**config.mk**
```make
export PLATFORM = sky130hd
export DESIGN_NAME = scanline_controller
export DESIGN_NICKNAME = d
export VERILOG_FILES = /design/src/rtl/scanline_controller.sv
export SDC_FILE = /design/constraint.sdc
export NUM_CORES = 1
export LEC_CHECK = 0
export CORE_MARGIN = 10
export CORE_UTILIZATION = 25
export DETAILED_ROUTE_END_ITERATION = 8
export GPL_TIMING_DRIVEN = 0
export HOLD_SLACK_MARGIN = 0.12
export SLEW_MARGIN = 0
export SYNTH_ARGS = -nofsm -noshare
export SYNTH_HDL_FRONTEND = slang
export SYNTH_SLANG_ARGS = --single-unit
export TNS_END_PERCENT = 100
```
**constraint.sdc**
```tcl
create_clock -name clock -period 5.3 [get_ports clock]
set_input_delay 0.795 -clock clock [delete_from_list [all_inputs] [get_ports clock]]
set_output_delay 0.795 -clock clock [all_outputs]
set_load 0.02 [all_outputs]
```
**src/rtl/scanline_controller.sv**
```systemverilog
// Scanline buffer sequencer: strobes K-1 shared line buffers, tracks row/col, flags full KxK windows.
// Optional build macro SCANLINE_CTRL_STATS_EN adds a saturating stall_count output.
module scanline_controller #(
  parameter int KERNEL_SIZE = 3,
  parameter int MAX_WIDTH   = 512,
  parameter int COORD_WIDTH = 16
) (
  input  logic                   clock,
  input  logic                   reset,
  input  logic                   start,
  input  logic [COORD_WIDTH-1:0] img_width,
  input  logic [COORD_WIDTH-1:0] img_height,
  input  logic                   in_valid,
  output logic                   in_ready,
  input  logic                   out_ready,
  output logic                   lb_enable,
  output logic                   lb_valid,
  output logic [31:0]            lb_length,
  output logic                   win_valid,
  output logic [COORD_WIDTH-1:0] row,
  output logic [COORD_WIDTH-1:0] col,
  output logic                   busy,
  output logic                   cfg_err,
  output logic                   frame_done
`ifdef SCANLINE_CTRL_STATS_EN
  ,
  output logic [31:0]            stall_count
`endif
);

  typedef enum logic [1:0] {IDLE, PRIME, STREAM, DONE} state_t;

  localparam logic [COORD_WIDTH-1:0] K_M1 = COORD_WIDTH'(KERNEL_SIZE - 1);
  localparam logic [COORD_WIDTH-1:0] K_M2 = COORD_WIDTH'(KERNEL_SIZE - 2);

  state_t                 state_reg;
  logic [COORD_WIDTH-1:0] pos_row_reg, pos_col_reg;
  logic [COORD_WIDTH-1:0] w_last_reg, h_last_reg;
  logic [31:0]            width_ext, height_ext;
  logic                   dims_ok, in_frame, accept, col_last, row_last;

  assign width_ext  = 32'(img_width);
  assign height_ext = 32'(img_height);
  assign dims_ok    = (width_ext >= 32'(KERNEL_SIZE)) && (width_ext <= 32'(MAX_WIDTH)) &&
                      (height_ext >= 32'(KERNEL_SIZE));

  assign in_frame  = (state_reg == PRIME) || (state_reg == STREAM);
  assign in_ready  = in_frame && out_ready;
  assign accept    = in_valid && in_ready;
  assign lb_enable = accept;
  assign lb_valid  = accept;

  // pos_* is the coordinate of the pixel that the next accept will carry
  assign col_last = (pos_col_reg == w_last_reg);
  assign row_last = (pos_row_reg == h_last_reg);

  always_ff @(posedge clock or negedge reset) begin
    if (!reset) begin
      state_reg   <= IDLE;
      pos_row_reg <= '0;
      pos_col_reg <= '0;
      w_last_reg  <= '0;
      h_last_reg  <= '0;
      lb_length   <= '0;
      win_valid   <= 1'b0;
      row         <= '0;
      col         <= '0;
      busy        <= 1'b0;
      cfg_err     <= 1'b0;
      frame_done  <= 1'b0;
    end else begin
      cfg_err    <= 1'b0;
      frame_done <= 1'b0;
      win_valid  <= 1'b0;
      case (state_reg)
        IDLE: begin
          if (start) begin
            if (dims_ok) begin
              state_reg   <= PRIME;
              busy        <= 1'b1;
              w_last_reg  <= img_width - COORD_WIDTH'(1);
              h_last_reg  <= img_height - COORD_WIDTH'(1);
              lb_length   <= 32'(img_width - COORD_WIDTH'(1));
              pos_row_reg <= '0;
              pos_col_reg <= '0;
              row         <= '0;
              col         <= '0;
            end else begin
              cfg_err <= 1'b1;
            end
          end
        end
        PRIME, STREAM: begin
          if (accept) begin
            win_valid <= (pos_row_reg >= K_M1) && (pos_col_reg >= K_M1);
            row       <= pos_row_reg;
            col       <= pos_col_reg;
            if (col_last) begin
              pos_col_reg <= '0;
              if (!row_last) pos_row_reg <= pos_row_reg + COORD_WIDTH'(1);
            end else begin
              pos_col_reg <= pos_col_reg + COORD_WIDTH'(1);
            end
            // priming ends once the first K-1 lines are in the buffers
            if (state_reg == PRIME && col_last && pos_row_reg == K_M2) state_reg <= STREAM;
            if (state_reg == STREAM && col_last && row_last) begin
              state_reg  <= DONE;
              busy       <= 1'b0;
              frame_done <= 1'b1;
            end
          end
        end
        DONE:    state_reg <= IDLE;
        default: state_reg <= IDLE;
      endcase
    end
  end

`ifdef SCANLINE_CTRL_STATS_EN
  always_ff @(posedge clock or negedge reset) begin
    if (!reset) begin
      stall_count <= '0;
    end else if (state_reg == IDLE && start && dims_ok) begin
      stall_count <= '0;
    end else if (in_frame && in_valid && !in_ready && stall_count != 32'hFFFF_FFFF) begin
      stall_count <= stall_count + 32'd1;
    end
  end
`endif

endmodule
```
==> run_results.csv <==
group,metric,value,unit
run_status,run_status,"finished clean",
placement,detailedPlace.worstSlack,1120,ps
synth,synth_area_per_cell,8.94,µm²
global_route,grt_pass1_vias,4768,
worst_setup_path,path_cells,"clkdlybuf4s50_1 > inv_1 > ha_1 > or3b_2 > o41ai_2 > o41ai_2 > nor4_1 > clkbuf_1 > a31oi_1",
placement,place.port_buffers,107,
cts,cts_tree,"done",
worst_setup_path,path_buf_inv,3,
synth,cell_accounting_for_the_most_synthesized_area,"sky130_fd_sc_hd__dfrtp_1",
synth,mappedNetlistArea,5610,µm²
sta,max_freq,263,MHz
global_route,pin_count_of_the_biggest_net_entering_global_routing,66,
global_route,first_pass_grt_wire_length,26.2,mm
floorplan,floorplan.rows,54,
sta,tcrit_tclk_final,0.718,
pwr,intPower,1370,µW
worst_setup_path,worst-endpoint-arrival,4000,ps
routing,num_vias,4798,
synth,synthXorXnorAreaFrac,0.0999,
synth,compound_gate_portion_of_the_synthesized_area,0.125,
synth,postSynthRegisterBits,103,
placement,dp_cells,1016,
finish,largest_register_ffs,17,
synth,post_synth_inst_count,628,
finish,finalCoreUtilization,0.336,
worst_setup_path,slowest_delay,920,ps
cts,h-tree-depth,3,
synth,yosysTopAreaCellShare,0.459,
finish,register_containing_the_most_flip_flops_in_the_final_layout,"lb_length",
worst_setup_path,critical-path-top-delay-family,"simple AND/OR/NAND/NOR gates",
synth,synthArstFlopShare,1.00,
global_route,gr-usage-met1,0.149,
finish,n_antenna_cell,0,
finish,fin_cells,1031,
min_path,holdCritPathClass,"in2async",
synth,synth_simple_gate_area_share,0.224,
synth,number_of_synthesized_flops_with_an_enable_pin,0,
sta,slew_at_the_pin_with_the_worst_max_slew_slack,1040,ps
run,maxcap_viol_count,0,
synth,yosysUniqueCellTypes,42,
routing,drc,0,
worst_setup_path,crit_fanout,10,
sta,final.setup_skew,4.05,ps
pwr,worst_ir_drop_vdd,0.134,mV
sta,finalSetupTns,0,ps
floorplan,initial_core_util,0.256,
global_route,groute.usage.overall,0.113,
pwr,seq_power_share,0.463,
floorplan,io_pins,108,
cts,cts_max_path_buffers,2,
worst_setup_path,rrSetupSlack,2210,ps
sta,final_hold_viol_count,0,
routing,firstDrtPassIters,4,
cts,cts_root_buf,"sky130_fd_sc_hd__clkbuf_16",
pwr,power.combinational.fraction,0.160,
global_route,busiest_layer,"met2",
sta,slew-limit-headroom,0.298,
synth,dominantRegCellSynth,"sky130_fd_sc_hd__dfrtp_1",
synth,post_synth_mux_area_share,0.00580,
placement,globalplace.congestion,0.758,
floorplan,die_y,170,µm
cts,worst_skew_pair.late_latency,340,ps
pwr,total_switching_power,498,µW
synth,combinational_family_with_the_most_area_after_synthesis,"simple AND/OR/NAND/NOR gates",
synth,seq_area_frac_synth,0.459,
cts,cts-resized-gates,0,
worst_setup_path,timing.setup.critical_path_class,"in2reg",
pwr,p_leak,0.00304,µW
global_route,met3_usage,0.0301,
placement,detailedPlacementHpwl,13.0,mm
sta,final.setup.worst_slack,1490,ps
pwr,p_per_area,253,nW/µm²
pwr,post-layout-total-power,1870,µW
synth,syn-num-nets,679,
sta,rsz0062_at_grt,"no",
sta,min_period,3810,ps
cts,clk_transition_reported_paths,70,ps
worst_setup_path,critPathRequiredTime,5500,ps
routing,ant_nets,0,
finish,syn2layout_area_growth,31.4,%
routing,totalWireLength,16.4,mm
pwr,netSwitchingFraction,0.266,
routing,routed_wire_length_per_instance,15.9,µm
finish,n_fill_cell,2239,
finish,share_of_post_route_cells_with_drive_strength_above_1,0.0679,
worst_setup_path,endpoint_kind,"register",
floorplan,die_w,170,µm
worst_setup_path,critPathMostFrequentCell,"sky130_fd_sc_hd__o41ai_2",
cts,cts_num_sinks,103,
sta,setup_viol_count_final,0,
synth,synth-warning-count,0,
floorplan,dieArea,28800,µm²
worst_setup_path,crit_path_top_delay_cell,"sky130_fd_sc_hd__nor4_1",
sta,slew_viol_final,0,
global_route,use_met2,0.171,
routing,post_drt_via_cell_ratio,4.65,
finish,finish.net_count,798,
global_route,grt-ovfl-total,0,
cts,tritoncts.num_buffers,9,
floorplan,coreArea,22000,µm²
cts,postCtsSetupRepairBufs,0,
pwr,clock_power_share,0.377,
finish,most-common-layout-cells,"106 x sky130_fd_sc_hd__clkdlybuf4s50_1, 103 x sky130_fd_sc_hd__dfrtp_1, 93 x sky130_fd_sc_hd__nand2_1",
finish,mostFrequentLayoutCell,"sky130_fd_sc_hd__clkdlybuf4s50_1",
synth,synthAdderAreaFrac,0.0312,
worst_setup_path,crit_start_category,"input port",
cts,cts_hold_buf,0,
global_route,antenna_found_initial,0,
synth,synth_top_cells_by_area,"sky130_fd_sc_hd__dfrtp_1 46%, sky130_fd_sc_hd__xnor2_1 7.3%, sky130_fd_sc_hd__nand2_1 6.2%",
routing,detailedRoute.firstIterationViolations,324,
==> layer usage <==
layer  up-vias  wire [µm]
met4         0        418
li1       2387          -
met3        21        938
met1      2275       7840
met2       115       7180
met5         -          0
==> logic make-up (layout without fill, tap and decap cells) <==
logic type | Yosys count | in the layout
simple gates | 264 | 264
mux | 3 | 3
xor+xnor | 64 | 64
fa+ha+maj | 14 | 14
compound gates | 116 | 116
flops | 103 | 103
buf+inv | 64 | 187
==> power by group through the flow <==
stage               Clock [µW]  Sequential [µW]  Combinational (µW)
floorplan                    0              893                 138
global placement             0              878                 298
detailed placement           0              880                 304
CTS                        719              865                 304
global route               753              872                 332
finish                     704              864                 300
==> cell usage after synthesis (2+ instances only) <==
master,number
sky130_fd_sc_hd__dfrtp_1,103
sky130_fd_sc_hd__or3_1,14
sky130_fd_sc_hd__nand2_1,93
sky130_fd_sc_hd__a21o_1,3
sky130_fd_sc_hd__ha_1,14
sky130_fd_sc_hd__o21a_1,3
sky130_fd_sc_hd__nor3_1,6
sky130_fd_sc_hd__nand3b_1,2
sky130_fd_sc_hd__nor4_1,15
sky130_fd_sc_hd__nand4_1,20
sky130_fd_sc_hd__o31ai_1,7
sky130_fd_sc_hd__a31oi_1,3
sky130_fd_sc_hd__clkbuf_1,25
sky130_fd_sc_hd__xnor2_1,47
sky130_fd_sc_hd__and2_1,4
sky130_fd_sc_hd__buf_1,2
sky130_fd_sc_hd__nand3_1,23
sky130_fd_sc_hd__and3_1,13
sky130_fd_sc_hd__or4_1,6
sky130_fd_sc_hd__xor2_1,17
sky130_fd_sc_hd__and4_1,2
sky130_fd_sc_hd__inv_1,13
sky130_fd_sc_hd__o21ai_0,57
sky130_fd_sc_hd__nor2_1,59
sky130_fd_sc_hd__a21oi_1,34
sky130_fd_sc_hd__mux2_2,2
sky130_fd_sc_hd__buf_4,16
sky130_fd_sc_hd__o41ai_2,4
sky130_fd_sc_hd__buf_2,8
==> through the flow <==
step                instance area [µm²]  hold slack, ps
finish                             7380             416
global route                       7380             454
CTS                                7380             435
detailed placement                 7060             473
global placement                   7030             463
floorplan                          5610             470
==> final cells by class <==
cell class | instances | area (µm²) | share of cell area
multi-input combinational | 461 | 2730 | 0.369
timing repair buffer | 108 | 1100 | 0.149
clock buffer | 13 | 280 | 0.0380
clock inverter | 2 | 37.5 | 0.00509
buffer | 51 | 262 | 0.0354
inverter | 13 | 48.8 | 0.00661
sequential | 103 | 2580 | 0.349
tap | 280 | 350 | 0.0475
==> path summary, 6_finish.rpt <==
path | startpoint | end | cells past startpoint
max in group asynchronous | reset | pos_row_reg[8]$_DFFE_PN0P_ | 2
worst min-delay path | reset | lb_length[30]$_DFFE_PN0P_ | 1
worst min register to register | col[9]$_DFFE_PN0P_ | col[9]$_DFFE_PN0P_ | 2
worst max register to register | pos_col_reg[7]$_DFFE_PN0P_ | pos_row_reg[8]$_DFFE_PN0P_ | 9
worst max-delay path | img_width[0] | lb_length[3]$_DFFE_PN0P_ | 9
min in group clock | col[9]$_DFFE_PN0P_ | col[9]$_DFFE_PN0P_ | 2
No activity file was read; power rests on OpenSTA's default activity.
